[config.mk]
export PLATFORM = sky130hd
export DESIGN_NAME = sr_latch_driver
export DESIGN_NICKNAME = d
export VERILOG_FILES = /design/src/rtl/sr_latch_driver_pkg.sv /design/src/rtl/sr_latch_driver_debounce_sync.sv /design/src/rtl/sr_latch_driver.sv
export SDC_FILE = /design/constraint.sdc
export NUM_CORES = 1
export LEC_CHECK = 0
export ABC_CLOCK_PERIOD_IN_PS = 2100
export CAP_MARGIN = 0
export CORE_MARGIN = 3
export CORE_UTILIZATION = 30
export CTS_BUF_LIST = sky130_fd_sc_hd__clkbuf_16
export DETAILED_ROUTE_END_ITERATION = 16
export PLACE_DENSITY = 0.54
export SETUP_SLACK_MARGIN = 0.02
export SLEW_MARGIN = 20
export SYNTH_ARGS = -nofsm -noshare
export SYNTH_HDL_FRONTEND = slang
export SYNTH_SLANG_ARGS = --single-unit
[constraint.sdc]
create_clock -name clk -period 2.1 [get_ports clk]
set_input_delay 0.42 -clock clk [delete_from_list [all_inputs] [get_ports clk]]
set_output_delay 0.42 -clock clk [all_outputs]
set_load 0.05 [all_outputs]
[src/rtl/sr_latch_driver_pkg.sv]
// Purpose: shared FSM state encodings and default timing for the SR latch driver.
// Latency: none, constants only.
// Backpressure: none.
package sr_latch_driver_pkg;

  // FSM state encodings, 2-bit for compatibility with older tooling
  localparam logic [1:0] ST_IDLE    = 2'd0;
  localparam logic [1:0] ST_DRIVE_S = 2'd1;
  localparam logic [1:0] ST_DRIVE_R = 2'd2;
  localparam logic [1:0] ST_GAP     = 2'd3;

  // Simulation-friendly defaults; the board build uses DEBOUNCE_CYCLES=1_000_000
  localparam int DEBOUNCE_CYCLES_DEF = 4;
  localparam int CNT_W_DEF           = 20;
  localparam int PULSE_LEN_DEF       = 3;

endpackage

[src/rtl/sr_latch_driver_debounce_sync.sv]
// Purpose: 2-flop synchroniser followed by a stable-level debouncer for one button.
// Latency: level changes 2 + DEBOUNCE_CYCLES edges after the raw input changes.
// Backpressure: none; a change shorter than DEBOUNCE_CYCLES is never accepted.
module debounce_sync
  import sr_latch_driver_pkg::*;
#(
  parameter int DEBOUNCE_CYCLES = DEBOUNCE_CYCLES_DEF,
  parameter int CNT_W           = CNT_W_DEF
) (
  input  logic clk,
  input  logic rst_n,
  input  logic raw,
  output logic level
);

  localparam logic [CNT_W-1:0] CNT_LAST = CNT_W'(DEBOUNCE_CYCLES - 1);

  logic             r_sync1;
  logic             r_sync2;
  logic [CNT_W-1:0] r_cnt;
  logic             r_level;

  // Synchronise the raw button, then count consecutive cycles it disagrees with the accepted level
  always_ff @(posedge clk) begin
    if (!rst_n) begin
      r_sync1 <= 1'b0;
      r_sync2 <= 1'b0;
      r_cnt   <= '0;
      r_level <= 1'b0;
    end else begin
      r_sync1 <= raw;
      r_sync2 <= r_sync1;
      if (r_sync2 == r_level) begin
        r_cnt <= '0;
      end else if (r_cnt == CNT_LAST) begin
        r_cnt   <= '0;
        r_level <= r_sync2;
      end else begin
        r_cnt <= r_cnt + 1'b1;
      end
    end
  end

  assign level = r_level;

endmodule

[src/rtl/sr_latch_driver.sv]
// Purpose: turns debounced set/reset presses into timed E/S or E/R pulses, never S and R together.
// Latency: pulse starts 2 edges after the debounced rise; commands spaced PULSE_LEN+2 cycles.
// Backpressure: presses during a pulse or gap wait in pending flags; simultaneous requests are dropped with conflict.
module sr_latch_driver
  import sr_latch_driver_pkg::*;
#(
  parameter int DEBOUNCE_CYCLES = DEBOUNCE_CYCLES_DEF,
  parameter int CNT_W           = CNT_W_DEF,
  parameter int PULSE_LEN       = PULSE_LEN_DEF
) (
  input  logic clk,
  input  logic rst_n,
  input  logic btn_set,
  input  logic btn_rst,
  output logic E,
  output logic S,
  output logic R,
  output logic busy,
  output logic conflict
);

  localparam int             PW         = $clog2(PULSE_LEN + 1);
  localparam logic [PW-1:0]  PULSE_LAST = PW'(PULSE_LEN - 1);

  logic          w_set_lvl;
  logic          w_rst_lvl;
  logic          w_set_rise;
  logic          w_rst_rise;
  logic          w_idle;
  logic          w_conflict;
  logic          w_take_set;
  logic          w_take_rst;

  logic          r_set_lvl_d;
  logic          r_rst_lvl_d;
  logic          r_set_p;
  logic          r_rst_p;
  logic [1:0]    r_state;
  logic [PW-1:0] r_cnt;
  logic          r_e;
  logic          r_s;
  logic          r_r;
  logic          r_conflict;

  debounce_sync #(
    .DEBOUNCE_CYCLES (DEBOUNCE_CYCLES),
    .CNT_W           (CNT_W)
  ) u_db_set (
    .clk   (clk),
    .rst_n (rst_n),
    .raw   (btn_set),
    .level (w_set_lvl)
  );

  debounce_sync #(
    .DEBOUNCE_CYCLES (DEBOUNCE_CYCLES),
    .CNT_W           (CNT_W)
  ) u_db_rst (
    .clk   (clk),
    .rst_n (rst_n),
    .raw   (btn_rst),
    .level (w_rst_lvl)
  );

  // Only presses (0->1) make commands; releases are ignored
  assign w_set_rise = w_set_lvl & ~r_set_lvl_d;
  assign w_rst_rise = w_rst_lvl & ~r_rst_lvl_d;

  // Pending flags are only consumed while idle
  assign w_idle     = (r_state == ST_IDLE);
  assign w_conflict = w_idle & r_set_p & r_rst_p;
  assign w_take_set = w_idle & r_set_p & ~r_rst_p;
  assign w_take_rst = w_idle & r_rst_p & ~r_set_p;

  // Edge detect history and pending flags; a rise on the consuming edge survives the clear
  always_ff @(posedge clk) begin
    if (!rst_n) begin
      r_set_lvl_d <= 1'b0;
      r_rst_lvl_d <= 1'b0;
      r_set_p     <= 1'b0;
      r_rst_p     <= 1'b0;
    end else begin
      r_set_lvl_d <= w_set_lvl;
      r_rst_lvl_d <= w_rst_lvl;
      r_set_p     <= (r_set_p & ~(w_conflict | w_take_set)) | w_set_rise;
      r_rst_p     <= (r_rst_p & ~(w_conflict | w_take_rst)) | w_rst_rise;
    end
  end

  // Command FSM with registered drive outputs, loaded on the same edge as the state change
  always_ff @(posedge clk) begin
    if (!rst_n) begin
      r_state    <= ST_IDLE;
      r_cnt      <= '0;
      r_e        <= 1'b0;
      r_s        <= 1'b0;
      r_r        <= 1'b0;
      r_conflict <= 1'b0;
    end else begin
      r_conflict <= 1'b0;
      case (r_state)
        ST_IDLE: begin
          if (w_conflict) begin
            r_conflict <= 1'b1;
          end else if (w_take_set) begin
            r_state <= ST_DRIVE_S;
            r_cnt   <= PULSE_LAST;
            r_e     <= 1'b1;
            r_s     <= 1'b1;
            r_r     <= 1'b0;
          end else if (w_take_rst) begin
            r_state <= ST_DRIVE_R;
            r_cnt   <= PULSE_LAST;
            r_e     <= 1'b1;
            r_s     <= 1'b0;
            r_r     <= 1'b1;
          end
        end
        ST_DRIVE_S, ST_DRIVE_R: begin
          if (r_cnt == '0) begin
            r_state <= ST_GAP;
            r_e     <= 1'b0;
            r_s     <= 1'b0;
            r_r     <= 1'b0;
          end else begin
            r_cnt <= r_cnt - 1'b1;
          end
        end
        ST_GAP: begin
          r_state <= ST_IDLE;
        end
        default: begin
          r_state <= ST_IDLE;
          r_e     <= 1'b0;
          r_s     <= 1'b0;
          r_r     <= 1'b0;
        end
      endcase
    end
  end

  assign E        = r_e;
  assign S        = r_s;
  assign R        = r_r;
  assign busy     = (r_state != ST_IDLE);
  assign conflict = r_conflict;

endmodule

; Word-level counts from Yosys, hierarchy flattened
; Index checks and enable logic that the tools add are counted.
[totals]
mem_bits_ro = 0
inputBits = 4
word_cells = 89
latch_bits = 0
n_memories = 0
output_inout_bits = 5
regBits = 58
ram_bits = 0
[classes]
reduce_logical = 13
bitwise_logic = 22
n_addsub = 3
n_shift = 0
div = 0
order_cmp = 0
n_eq_ne = 11
mul = 0
muxes = 22
[op_table]
columns = cell, n
row1 = adder 20 x 1 -> 20 bit (second input constant), 2
row2 = equality test 20 x 2 -> 1 bit (second input constant), 2
row3 = two-way mux 2 bit, 7
row4 = two-way mux 1 bit, 10
row5 = AND 1 bit, 9
row6 = inverter 1 bit, 9
row7 = AND reduction 4 bit, 2
row8 = inequality test 2 bit (second input constant), 3
row9 = one-hot mux 1 bit (2 select lines), 3
row10 = one-hot mux 2 bit (3 select lines), 1
row11 = AND reduction 2 bit, 3
row12 = OR reduction 3 bit, 2
row13 = equality test 2 bit (second input constant), 2
row14 = logical NOT 2 bit, 2
row15 = OR 1 bit, 4
row16 = one-hot mux 2 bit (2 select lines), 1
row17 = nonzero test 2 bit, 2
row18 = inequality test 3 x 1 -> 1 bit (second input constant), 1
row19 = AND reduction 3 bit, 1
row20 = equality test 1 bit, 2
row21 = equality test 2 x 1 -> 1 bit (second input constant), 1
row22 = OR reduction 2 bit, 1
row23 = subtractor 2 x 1 -> 2 bit (second input constant), 1

; Depth between registers and ports, before layout
[depth]
word_depth = 7
depth_mapped = 7
depth_no_buf = 6

; By module
; A second synthesis with hierarchy kept.
[hier_totals]
cells_unflattened = 313
area_unflattened_um2 = 2866.5
[modules_own_cells]
columns = mod, n_inst, area_each_um2, seq_area_each_um2, cells_per_inst
row1 = debounce_sync, 2, 1118.6, 460.4, 121
row2 = sr_latch_driver, 1, 629.4, 240.2, 71

; Least setup slack after synthesis
; Ideal clock, no wire load.
[synth_path]
path_kind = flip-flop to flip-flop
start = register u_db_rst.r_cnt[0]
end = register u_db_rst.r_cnt[10]
arrival_ns = 1.500
t_required_ns = 1.983
slack_ns = 0.483
stages_incl_launch_ff = 7
period_less_slack_ns = 1.617
setup_ns = 0.117
path_buffers = 1
path_cell_list = dfxtp_1 ha_1 nor4b_1 nand3_1 o21bai_2 buf_2 nor2_1
[synth_between]
elab_chain_len = 2
elab_cells_between_ends = 3
classes_between = 1 x add/sub / 1 x eq/ne / 1 x reduce/logical
[synth_lines]
columns = item, line_no
row1 = start: declaration, sr_latch_driver_debounce_sync.sv:20  ; logic [CNT_W-1:0] r_cnt;
row2 = start signal: assignment, sr_latch_driver_debounce_sync.sv:39  ; r_cnt <= r_cnt + 1'b1;
row3 = "parallel branches: the longest is 2 deep, another holds adder 20 x 1 -> 20 bit", --
; Parallel ways; which one is timed is not known.
; A chain may end at the register's enable or synchronous reset.

; Worst setup path after layout
[layout_path]
start = register r_s (netlist: S)
end = output port S
[layout_lines]
columns = item, line_no
row1 = start: declaration, sr_latch_driver.sv:41  ; logic r_s;
row2 = start signal: assignment, sr_latch_driver.sv:96  ; r_s <= 1'b0;
row3 = start signal: assignment, sr_latch_driver.sv:109  ; r_s <= 1'b1;
row4 = start signal: assignment, sr_latch_driver.sv:115  ; r_s <= 1'b0;
row5 = end: declaration, sr_latch_driver.sv:16  ; output logic S,
; No word-level cell between the ends.

==> qor.txt <==
CTS tree: built
Share of layout cells above drive strength 1: 10.1%
Clk_lat worst skew: 0.31 ns
Core area: 8420 um^2
Routed Antenna Nets: 0
Router iterations before antenna repair: 4
Ports: 9
CP top delay family: buffers and inverters
Setup tns final: 0 ns
Post-synth cell types: 48
Post-Syn Area: 2670 um^2
Starting DRT DRC Count: 82
Largest stage delay, worst path: 0.83 ns
Die height: 100 um
Fillers: 909
CP max-delay cell: clkdlybuf4s50_1
Area leader, netlist: dfxtp_1
Syn nets: 315
Synth-to-layout area growth: 19.2%
Vias/cell: 4.84
Kind of critical path: reg2out
Leakage: 1.08 nW
Startpoint Class: flop
First-pass GRT wire length: 9.12 mm
Residual DRC: 0
Inserted Clock Buffers: 9
Worst EP required: 1.68 ns
Reg2Reg Launch Point: u_db_set.r_cnt[0]$_SDFF_PP0_
Vias in the first global route: 1986
Min-delay worst type: reg2reg
CTS Root Cell: clkbuf_16
Post-CTS Setup Inserts: 0
Fin. max-slew vios: 0
RSZ-0062 raised after global routing: false
Tmin final: 1.95 ns
Largest net degree at the start of global routing: 20
DP Worst Slack: 0.342 ns
Async S/R FF share, synth: 0%
Final setup margin: 0.154 ns
Post-synth EDFFs: 0
Yosys reg bits: 58
Commonest non-fill, non-tap cell in the layout: dfxtp_1
Drt wl/cell: 11.7 um
Die area: 10100 um^2
Largest cells by area after synthesis: dfxtp_1, nor2_1, xnor2_1
Period utilization: 92.7%
Status: finished clean
Antenna violations before repair: 0
Number of max-cap violations: 0
Commonest cells after routing, fill and taps aside: dfxtp_1, nor2_1, inv_1, nand2_1, nand3_1
Clock slew seen by the registers of the worst setup and hold paths: 0.05 ns
Overall power: 0.00286 W
Syn Inst Count: 307
Upper clock frequency limit: 514 MHz
Power Density: 896 nW/um^2
# nets final: 332
H-Tree Level Count: 3
Clock sink count: 58
Prevailing post-synth register cell: dfxtp_1
CP Cell Sequence: clkdlybuf4s50_1
HP Start: u_db_set.r_sync1$_SDFF_PN0_
Final HPWL DP: 3.53 mm
Crit path max fanout: 4
Relative slew margins: 66.4%
Maximum vdd drop: 0.496 mV
Clock buffer depth: 2
Worst hold slack: 0.436 ns
CP Buf/Inv Count: 1
Vias: 2091
Worst-margin pin slew: 0.502 ns
GRT Total Usage: 11.1%
RePlAce Congestion: 0.767
Critical path launch point: S$_SDFFE_PN0P_
Warnings, synthesis: 0
Mean Syn Cell Area: 8.71 um^2
Synth top area share: 43.4%
CP endpoint kind: primary output
Initial core utilization: 31.7%
Routed wire length: 5.05 mm
ANT cells: 0
I/O Buffers: 8
Row count: 33
Skew final: 0.00636 ns
Final Hold Viols: 0
Sequential fraction of the synthesis area: 43.4%
Grt total ovfl: 0
Crit path DAT: 1.53 ns
Die Span X: 100 um
Final setup vio count: 0
synth_stat cells (6+ instances only):
| cell | number |
|---|---|
| nand3_1 | 18 |
| nor3_1 | 8 |
| xor2_1 | 14 |
| nand4_1 | 11 |
| o21ai_0 | 7 |
| a21oi_1 | 11 |
| dfxtp_1 | 58 |
| inv_1 | 18 |
| nand2_1 | 19 |
| nor4_1 | 10 |
| and2_1 | 6 |
| nor2_1 | 44 |
| xnor2_1 | 16 |
repair_timing:
item,CTS,global route
setup endpoints to repair,0,1
gates resized for setup,0,1
hold buffers,0,0
flip-flops by register name (all words and copies together) (netlist names), 2 cells and up:
register and cells:
u_db_set.r_cnt 20, u_db_rst.r_cnt 20, r_state 2, r_cnt 2
worst paths after layout:
| kind | to | slack [ns] | depth (start not counted) |
|---|---|---|---|
| max | S | 0.15 | 1 |
| max reg2reg | u_db_set.r_cnt[18]$_SDFF_PP0_ | 0.34 | 5 |
| min reg2reg | u_db_set.r_sync2$_SDFF_PN0_ | 0.44 | 1 |
| min | u_db_set.r_sync2$_SDFF_PN0_ | 0.44 | 1 |
report_power, final:
group	switching, W	leakage [nW]	internal (W)
combinational	0.000220	0.468	0.000141
sequential	0.0000163	0.469	0.00113
clock	0.000458	0.142	0.000891
metrics by stage:
step | cell area [um^2] | util (%) | cells
floorplan | 2670 | - | 307
global placement | 2910 | 34.5 | 418
detailed placement | 2910 | 34.5 | 418
CTS | 3180 | 37.8 | 432
global route | 3190 | 37.8 | 432
finish | 3190 | 37.8 | 432
final cells by class:
class                      instances  area, um^2  share of cell area, %
sequential                        58        1160                   36.4
multi-input combinational        222        1410                   44.2
clock buffer                       9         225                   7.07
inverter                          18        67.6                   2.12
clock inverter                     5        48.8                   1.53
tap                              105         131                   4.12
timing repair buffer              15         143                   4.48
cell families after synthesis:
logic type               Yosys count  synth area share (%)
AND/OR/NAND/NOR                  146                  30.0
flip-flops                        58                  43.4
AO/OA/AOI/OAI                     38                  9.27
XOR/XNOR                          30                  9.83
buffers and inverters             27                  4.07
multiplexers                       4                  1.50
adder cells (fa/ha/maj)            4                  1.87
layer usage:
metal	track usage (%)	share of wire [%]
met5	0	0
met4	2.18	0.32
met2	17.2	44
met1	14.6	52
met3	4.45	3.5
worst reg2reg max path: cells and delay by family (launching register included):
family | cells | cell delay [ns]
flip-flops | 1 | 0.37
AO/OA/AOI/OAI | 1 | 0.38
adder cells (fa/ha/maj) | 1 | 0.24
AND/OR/NAND/NOR | 3 | 0.65
Note: power is estimated with default switching activity, not from simulation.
